File: config.mk
export PLATFORM = sky130hd
export DESIGN_NAME = decode_stage_flat
export DESIGN_NICKNAME = d
export VERILOG_FILES = /design/src/rtl/riscv_pkg.sv /design/src/rtl/decode_stage_if.sv /design/src/rtl/decode_stage_scoreboard.sv /design/src/rtl/decode_stage.sv /design/src/flat_wrapper.sv
export SDC_FILE = /design/constraint.sdc
export NUM_CORES = 1
export LEC_CHECK = 0
export BUFFER_PORTS_ARGS = -buffer_cell sky130_fd_sc_hd__clkbuf_2
export CAP_MARGIN = 25
export CORE_ASPECT_RATIO = 0.6
export CORE_MARGIN = 2
export CORE_UTILIZATION = 40
export DETAILED_ROUTE_END_ITERATION = 16
export GPL_TIMING_DRIVEN = 0
export PLACE_DENSITY = 0.68
export SETUP_SLACK_MARGIN = 0.3
export SLEW_MARGIN = 10
export SYNTH_ARGS = -nofsm -noshare
export SYNTH_HDL_FRONTEND = slang
export SYNTH_HIERARCHICAL = 1
export SYNTH_SLANG_ARGS = --single-unit
File: constraint.sdc
create_clock -name clk -period 3.2 [get_ports clk]
set_clock_uncertainty 0.1 [all_clocks]
set_input_delay 0 -clock clk [delete_from_list [all_inputs] [get_ports clk]]
set_output_delay 0 -clock clk [all_outputs]
set_load 0.005 [all_outputs]
File: src/rtl/riscv_pkg.sv
// Shared RV32I decode definitions: register index width, opcode encodings,
// immediate formats and the per-opcode classification used by decode.
package riscv_pkg;

  localparam int unsigned REG_IDX_W = 5;
  localparam int unsigned NUM_REGS  = 32;

  typedef logic [REG_IDX_W-1:0] reg_idx_t;

  typedef enum logic [6:0] {
    OPC_LOAD   = 7'b0000011,
    OPC_OP_IMM = 7'b0010011,
    OPC_AUIPC  = 7'b0010111,
    OPC_STORE  = 7'b0100011,
    OPC_OP     = 7'b0110011,
    OPC_LUI    = 7'b0110111,
    OPC_BRANCH = 7'b1100011,
    OPC_JALR   = 7'b1100111,
    OPC_JAL    = 7'b1101111
  } opcode_e;

  typedef enum logic [2:0] {
    IMM_NONE,
    IMM_I,
    IMM_S,
    IMM_B,
    IMM_U,
    IMM_J
  } imm_fmt_e;

  typedef struct packed {
    logic     legal;
    logic     uses_rs1;
    logic     uses_rs2;
    logic     writes_rd;
    imm_fmt_e fmt;
  } op_class_t;

  // Fields of the instruction held in the decode pipeline register.
  typedef struct packed {
    logic [6:0]  opcode;
    logic [2:0]  funct3;
    logic [6:0]  funct7;
    reg_idx_t    rs1;
    reg_idx_t    rs2;
    reg_idx_t    rd;
    logic [31:0] imm;
    logic        reg_write;
    logic        illegal;
  } decoded_t;

  function automatic op_class_t classify(input logic [6:0] op);
    op_class_t c;
    c = '{1'b0, 1'b0, 1'b0, 1'b0, IMM_NONE};
    case (op)
      OPC_LUI:    c = '{1'b1, 1'b0, 1'b0, 1'b1, IMM_U};
      OPC_AUIPC:  c = '{1'b1, 1'b0, 1'b0, 1'b1, IMM_U};
      OPC_JAL:    c = '{1'b1, 1'b0, 1'b0, 1'b1, IMM_J};
      OPC_JALR:   c = '{1'b1, 1'b1, 1'b0, 1'b1, IMM_I};
      OPC_BRANCH: c = '{1'b1, 1'b1, 1'b1, 1'b0, IMM_B};
      OPC_LOAD:   c = '{1'b1, 1'b1, 1'b0, 1'b1, IMM_I};
      OPC_STORE:  c = '{1'b1, 1'b1, 1'b1, 1'b0, IMM_S};
      OPC_OP_IMM: c = '{1'b1, 1'b1, 1'b0, 1'b1, IMM_I};
      OPC_OP:     c = '{1'b1, 1'b1, 1'b1, 1'b1, IMM_NONE};
      default:    c = '{1'b0, 1'b0, 1'b0, 1'b0, IMM_NONE};
    endcase
    return c;
  endfunction

endpackage

File: src/rtl/decode_stage_if.sv
// Decode-stage bundle: fetch handshake, decoded outputs towards execute,
// writeback retire notification, flush and the pending-register view.
interface decode_stage_if;
  import riscv_pkg::*;

  logic                instrValid;
  logic [31:0]         instr;
  logic                instrReady;
  logic                outValid;
  logic                outReady;
  reg_idx_t            readReg1;
  reg_idx_t            readReg2;
  reg_idx_t            writeReg;
  logic                regWrite;
  logic [31:0]         imm;
  logic [6:0]          opcode;
  logic [2:0]          funct3;
  logic [6:0]          funct7;
  logic                illegal;
  logic                wbValid;
  reg_idx_t            wbReg;
  logic                flush;
  logic [NUM_REGS-1:0] pending;

  modport slave (
    input  instrValid, instr, outReady, wbValid, wbReg, flush,
    output instrReady, outValid, readReg1, readReg2, writeReg, regWrite,
           imm, opcode, funct3, funct7, illegal, pending
  );

  modport master (
    output instrValid, instr, outReady, wbValid, wbReg, flush,
    input  instrReady, outValid, readReg1, readReg2, writeReg, regWrite,
           imm, opcode, funct3, funct7, illegal, pending
  );

endinterface

File: src/rtl/decode_stage_scoreboard.sv
// Register scoreboard: one pending bit per architectural register (x0 never
// pending) plus RAW hazard lookup for the two source operands of a new instruction.
module decode_stage_scoreboard
  import riscv_pkg::*;
(
  input  logic                clk,
  input  logic                rst_n,
  input  logic                set_en,
  input  reg_idx_t            set_idx,
  input  logic                clr_en,
  input  reg_idx_t            clr_idx,
  input  logic                held_valid,
  input  logic                held_wr,
  input  reg_idx_t            held_idx,
  input  logic                use_rs1,
  input  reg_idx_t            rs1,
  input  logic                use_rs2,
  input  reg_idx_t            rs2,
  output logic                hazard,
  output logic [NUM_REGS-1:0] pending
);

  logic [NUM_REGS-1:0] pending_q;
  logic [NUM_REGS-1:0] pending_d;
  logic [NUM_REGS-1:0] set_vec;
  logic [NUM_REGS-1:0] clr_vec;
  logic                clr_live;
  logic                busy1;
  logic                busy2;

  // Clear is applied before set so a same-cycle set of the same register wins.
  always_comb begin
    clr_live = clr_en && (clr_idx != '0);
    set_vec  = '0;
    clr_vec  = '0;
    if (set_en)   set_vec[set_idx] = 1'b1;
    if (clr_live) clr_vec[clr_idx] = 1'b1;
    pending_d    = (pending_q & ~clr_vec) | set_vec;
    pending_d[0] = 1'b0;
  end

  always_ff @(posedge clk or negedge rst_n) begin
    if (!rst_n) pending_q <= '0;
    else        pending_q <= pending_d;
  end

  // A retiring write bypasses its own pending bit; the held instruction counts
  // as in flight because it is about to (or will) set its destination.
  always_comb begin
    busy1  = (pending_q[rs1] && !(clr_live && clr_idx == rs1)) ||
             (held_valid && held_wr && held_idx == rs1);
    busy2  = (pending_q[rs2] && !(clr_live && clr_idx == rs2)) ||
             (held_valid && held_wr && held_idx == rs2);
    hazard = (use_rs1 && (rs1 != '0) && busy1) ||
             (use_rs2 && (rs2 != '0) && busy2);
  end

  assign pending = pending_q;

endmodule

File: src/rtl/decode_stage.sv
// RV32I decode stage: one-entry pipeline register holding the decoded
// instruction, with scoreboard-based RAW stall and flush support.
module decode_stage
  import riscv_pkg::*;
(
  input logic           clk,
  input logic           rst_n,
  decode_stage_if.slave dec
);

  op_class_t   cls;
  decoded_t    dec_in;
  decoded_t    held_q;
  logic        valid_q;
  logic [31:0] imm_in;
  logic        hazard;
  logic        accept;
  logic        handshake;
  logic [31:0] w;

  always_comb begin
    w   = dec.instr;
    cls = classify(w[6:0]);
    case (cls.fmt)
      IMM_I:   imm_in = {{20{w[31]}}, w[31:20]};
      IMM_S:   imm_in = {{20{w[31]}}, w[31:25], w[11:7]};
      IMM_B:   imm_in = {{19{w[31]}}, w[31], w[7], w[30:25], w[11:8], 1'b0};
      IMM_U:   imm_in = {w[31:12], 12'b0};
      IMM_J:   imm_in = {{11{w[31]}}, w[31], w[19:12], w[20], w[30:21], 1'b0};
      default: imm_in = '0;
    endcase
    dec_in.opcode    = w[6:0];
    dec_in.funct3    = w[14:12];
    dec_in.funct7    = w[31:25];
    dec_in.rs1       = w[19:15];
    dec_in.rs2       = w[24:20];
    dec_in.rd        = w[11:7];
    dec_in.imm       = imm_in;
    dec_in.reg_write = cls.writes_rd && (w[11:7] != '0);
    dec_in.illegal   = !cls.legal;
  end

  assign dec.instrReady = !hazard && (!valid_q || dec.outReady) && !dec.flush;
  assign accept         = dec.instrValid && dec.instrReady;
  assign handshake      = valid_q && dec.outReady && !dec.flush;

  always_ff @(posedge clk or negedge rst_n) begin
    if (!rst_n) begin
      valid_q <= 1'b0;
      held_q  <= '0;
    end else begin
      if (dec.flush)     valid_q <= 1'b0;
      else if (accept)   valid_q <= 1'b1;
      else if (handshake) valid_q <= 1'b0;
      if (accept) held_q <= dec_in;
    end
  end

  decode_stage_scoreboard u_scoreboard (
    .clk        (clk),
    .rst_n      (rst_n),
    .set_en     (handshake && held_q.reg_write),
    .set_idx    (held_q.rd),
    .clr_en     (dec.wbValid),
    .clr_idx    (dec.wbReg),
    .held_valid (valid_q),
    .held_wr    (held_q.reg_write),
    .held_idx   (held_q.rd),
    .use_rs1    (cls.uses_rs1),
    .rs1        (dec_in.rs1),
    .use_rs2    (cls.uses_rs2),
    .rs2        (dec_in.rs2),
    .hazard     (hazard),
    .pending    (dec.pending)
  );

  assign dec.outValid = valid_q;
  assign dec.readReg1 = held_q.rs1;
  assign dec.readReg2 = held_q.rs2;
  assign dec.writeReg = held_q.rd;
  assign dec.regWrite = held_q.reg_write;
  assign dec.imm      = held_q.imm;
  assign dec.opcode   = held_q.opcode;
  assign dec.funct3   = held_q.funct3;
  assign dec.funct7   = held_q.funct7;
  assign dec.illegal  = held_q.illegal;

endmodule

File: src/flat_wrapper.sv
// flat-port wrapper written by rule: the top's interface ports become plain ports
module decode_stage_flat import riscv_pkg::*;
  (clk, rst_n, dec_instrValid, dec_instr, dec_outReady, dec_wbValid, dec_wbReg, dec_flush, dec_instrReady, dec_outValid, dec_readReg1, dec_readReg2, dec_writeReg, dec_regWrite, dec_imm, dec_opcode, dec_funct3, dec_funct7, dec_illegal, dec_pending);
  decode_stage_if dec_i ();
  input logic clk;
  input logic rst_n;
  input wire logic [$bits(dec_i.instrValid)-1:0] dec_instrValid;
  input wire logic [$bits(dec_i.instr)-1:0] dec_instr;
  input wire logic [$bits(dec_i.outReady)-1:0] dec_outReady;
  input wire logic [$bits(dec_i.wbValid)-1:0] dec_wbValid;
  input wire logic [$bits(dec_i.wbReg)-1:0] dec_wbReg;
  input wire logic [$bits(dec_i.flush)-1:0] dec_flush;
  output wire logic [$bits(dec_i.instrReady)-1:0] dec_instrReady;
  output wire logic [$bits(dec_i.outValid)-1:0] dec_outValid;
  output wire logic [$bits(dec_i.readReg1)-1:0] dec_readReg1;
  output wire logic [$bits(dec_i.readReg2)-1:0] dec_readReg2;
  output wire logic [$bits(dec_i.writeReg)-1:0] dec_writeReg;
  output wire logic [$bits(dec_i.regWrite)-1:0] dec_regWrite;
  output wire logic [$bits(dec_i.imm)-1:0] dec_imm;
  output wire logic [$bits(dec_i.opcode)-1:0] dec_opcode;
  output wire logic [$bits(dec_i.funct3)-1:0] dec_funct3;
  output wire logic [$bits(dec_i.funct7)-1:0] dec_funct7;
  output wire logic [$bits(dec_i.illegal)-1:0] dec_illegal;
  output wire logic [$bits(dec_i.pending)-1:0] dec_pending;
  assign dec_i.instrValid = dec_instrValid;
  assign dec_i.instr = dec_instr;
  assign dec_i.outReady = dec_outReady;
  assign dec_i.wbValid = dec_wbValid;
  assign dec_i.wbReg = dec_wbReg;
  assign dec_i.flush = dec_flush;
  assign dec_instrReady = dec_i.instrReady;
  assign dec_outValid = dec_i.outValid;
  assign dec_readReg1 = dec_i.readReg1;
  assign dec_readReg2 = dec_i.readReg2;
  assign dec_writeReg = dec_i.writeReg;
  assign dec_regWrite = dec_i.regWrite;
  assign dec_imm = dec_i.imm;
  assign dec_opcode = dec_i.opcode;
  assign dec_funct3 = dec_i.funct3;
  assign dec_funct7 = dec_i.funct7;
  assign dec_illegal = dec_i.illegal;
  assign dec_pending = dec_i.pending;
  decode_stage u_core (.clk(clk), .rst_n(rst_n), .dec(dec_i));
endmodule
==> results_dict.tcl <==
set metrics [dict create \
    drtAntennaViolNets 0 \
    async_flop_share_pct 100 \
    cts.clk_slew.worst_paths_ps 70 \
    gp_congestion 0.926 \
    r2r_slack_ps 330 \
    portBuffers 136 \
    regArea_um2 2450 \
    syn-num-nets 510 \
    area_growth_syn_to_layout_pct 36.9 \
    p_leak_nw 3.13 \
    die_x_um 149 \
    drc 0 \
    cp.required_ps 3370 \
    syn_area_um2 5070 \
    start_util_pct 41.5 \
    cts_sinks 98 \
    cts_inserted_buffers 9 \
    core_um2 12200 \
    synth_warnings 6 \
    synth_area_leaders "dfrtp_1 48%, o21ai_0 8.0%, mux2_2 7.3%, mux4_2 5.8%, a21oi_1 3.8%" \
    avgSynthCellArea_um2 10.9 \
    routedWlPerCell_um 20.7 \
    timing.hold.ws_ps 20.5 \
    fillers 1089 \
    fin_total_pwr_mw 3.10 \
    maxCapViolations 0 \
    ys_ff_latch 98 \
    yosysSeqAreaShare_pct 48.4 \
    hold_class "in -> reg" \
    critPathArrivalTime_ps 3050 \
    ys_types 56 \
    fin_crit_sh_pct 89.8 \
    status "finished clean" \
    fmax_mhz 348 \
    vdd_drop_max_v 0.000263 \
    finalWirelength_um 17400 \
    synthTopCellsByCount "98 x dfrtp_1, 81 x o21ai_0, 47 x nand2_1, 38 x a21oi_1, 33 x mux2_2" \
    synth.most_common_cell "dfrtp_1" \
    grt_pass1_wl_um 26600 \
    relSlewSlack_pct 48.4 \
    ioPinCount 143 \
    reg2reg_depth 12 \
    detail_route.iter0.violations 514 \
    ys.flop_type "dfrtp_1" \
    synth_area_leader_cell "dfrtp_1" \
    reg2reg_from "u_core/u_scoreboard/pending[11]$_DFF_PN0_" \
    root_buffer "clkbuf_16" \
    synth_edf_count 0 \
    cts_buffer_depth 2 \
    via_count 4913 \
    hold_depth 3 \
    antenna_cells 0 \
    hold_path_end "u_core/dec.imm[3]$_DFFE_PN0P_" \
    yosys.area.top_type_share_pct 48.4 \
    setup_viol 0 \
    grt_pass1_vias 4711 \
    grt_max_degree 99 \
    final_area_um2 6940 \
    grt_overflow 0 \
    slew_viol_final 0 \
    rsz0062_at_grt "true" \
    tritoncts "yes" \
    hold_start "dec_instr[23]" \
    cp-start-kind "register" \
    clk_latency_ps 350 \
    cts_max_level 3 \
    placed_area_um2 5960 \
    crit_fanout 7 \
    cp-end-kind "register" \
    fin_nets 717 \
    finalHoldViolCount 0 \
    die_area_um2 13600 \
    rows 31 \
    drt_pass1_iterations 5 \
    crit_type "reg -> reg" \
    multiInputGateArea_um2 2480 \
    period_minus_slack_ps 2870 \
    r2r-end "u_core/dec.imm[26]$_DFFE_PN0P_" \
    antenna_found_initial 0 \
    drive_gt1_share_pct 39.0 \
    synthCells 467 \
    dp_hpwl_um 11900 \
    worst_pin_slew_ps 774 \
    die_y_um 91.2 \
    p_per_area_nw_per_um2 446 \
    grtUsageTotal_pct 25.8 \
    viasPerCell 5.82 \
]
[power by group]
group	leakage [nW]	switching, mW	internal [mW]
combinational	1.69	0.286	0.276
clock	0.150	0.500	0.607
sequential	1.29	0.0987	1.33
total	3.13	0.884	2.21
[timing repair]
| action | 4_1_cts | 5_1_grt |
|---|---|---|
| endpoints found under the setup margin | 65 | 67 |
| endpoints found under the hold margin | 181 | 0 |
| gates cloned | 1 | 1 |
| buffers inserted | 9 | 2 |
| gates resized for setup | 14 | 18 |
| pin swaps | 9 | 6 |
| hold buffers | 47 | 0 |
[sequential cells by signal (all words and copies together) (netlist names)]
| register | flops |
|---|---|
| u_core/dec.funct3 | 3 |
| u_core/dec.outValid | 1 |
| u_core/dec.funct7 | 7 |
| u_core/dec.illegal | 1 |
| u_core/dec.readReg1 | 5 |
| u_core/dec.readReg2 | 5 |
| u_core/dec.writeReg | 5 |
| u_core/dec.opcode | 7 |
| u_core/dec.regWrite | 1 |
| u_core/u_scoreboard/pending | 31 |
| u_core/dec.imm | 32 |
[metrics by stage]
stage	utilization (%)	setup TNS (ps)	cells	setup slack, ps
after floorplan	-	0	467	642
after global routing	56.8	0	844	192
after detailed placement	48.8	-14610	768	-313
after CTS	56.1	0	841	288
after global placement	48.7	-9340	768	-220
final	56.8	0	844	327
[worst max-delay path, stage by stage, from the launching register on]
cell and delay [ps]:
dfrtp_1 430, mux4_2 470, mux2i_1 230, nand3b_1 130
o2111ai_1 160, o311ai_2 190, nor2_2 180, o211ai_4 160
a211oi_4 220, buf_6 170, clkbuf_4 180, a21oi_1 60
a21oi_2 120
[how the worst max path moves through the flow]
| stage | from | end | cells after the start |
|---|---|---|---|
| after floorplan | u_core/u_scoreboard/pending[31]$_DFF_PN0_ | u_core/dec.imm[20]$_DFFE_PN0P_ | 10 |
| after global placement | dec_instr[2] | u_core/dec.funct7[5]$_DFFE_PN0P_ | 12 |
| after detailed placement | dec_instr[2] | u_core/dec.funct7[3]$_DFFE_PN0P_ | 12 |
| after CTS | u_core/u_scoreboard/pending[23]$_DFF_PN0_ | u_core/dec.imm[24]$_DFFE_PN0P_ | 11 |
| after global routing | u_core/u_scoreboard/pending[20]$_DFF_PN0_ | u_core/dec.imm[28]$_DFFE_PN0P_ | 11 |
| final | u_core/u_scoreboard/pending[11]$_DFF_PN0_ | u_core/dec.imm[26]$_DFFE_PN0P_ | 12 |
[cell families (layout without fill, tap and decap cells)]
| family | count (synthesis) | after routing | share of synthesized area [%] |
|---|---|---|---|
| XOR/XNOR | 20 | 20 | 3.46 |
| other | 1 | 1 | 0.0740 |
| multiplexers | 50 | 50 | 13.9 |
| AO/OA/AOI/OAI | 159 | 159 | 18.9 |
| buffers and inverters | 35 | 247 | 4.00 |
| flip-flops | 98 | 98 | 48.4 |
| AND/OR/NAND/NOR | 104 | 104 | 11.3 |
[cell usage in the layout, fill, tap and decap left out, drive strengths merged, types with 8 or more instances in the layout]
cell	instances
a21oi	40
a22o	8
buf	35
clkbuf	152
dfrtp	98
dlygate4sd3	47
inv	8
mux2	33
mux4	13
nand2	47
nand3b	12
nor2	9
o21ai	81
xnor2	12
xor2	8
[per-layer routing]
layer	vias to the layer above	track usage (%)	part of all wire (%)
met2	315	35.3	42
li1	2135	-	-
met1	2430	39.7	46
met3	33	7.74	11
met4	0	6.19	1.4
met5	-	0	0
[area by class of cell]
type | instances | area share [%]
multi-input cells | 334 | 35.7
flip-flops and latches | 98 | 35.3
repair buffers | 196 | 18.4
clock buffers | 9 | 3.25
plain buffers | 29 | 3.03
well taps | 165 | 2.98
clock inverters | 7 | 0.974
inverters | 6 | 0.325
Note: power is estimated with default switching activity, not from simulation.
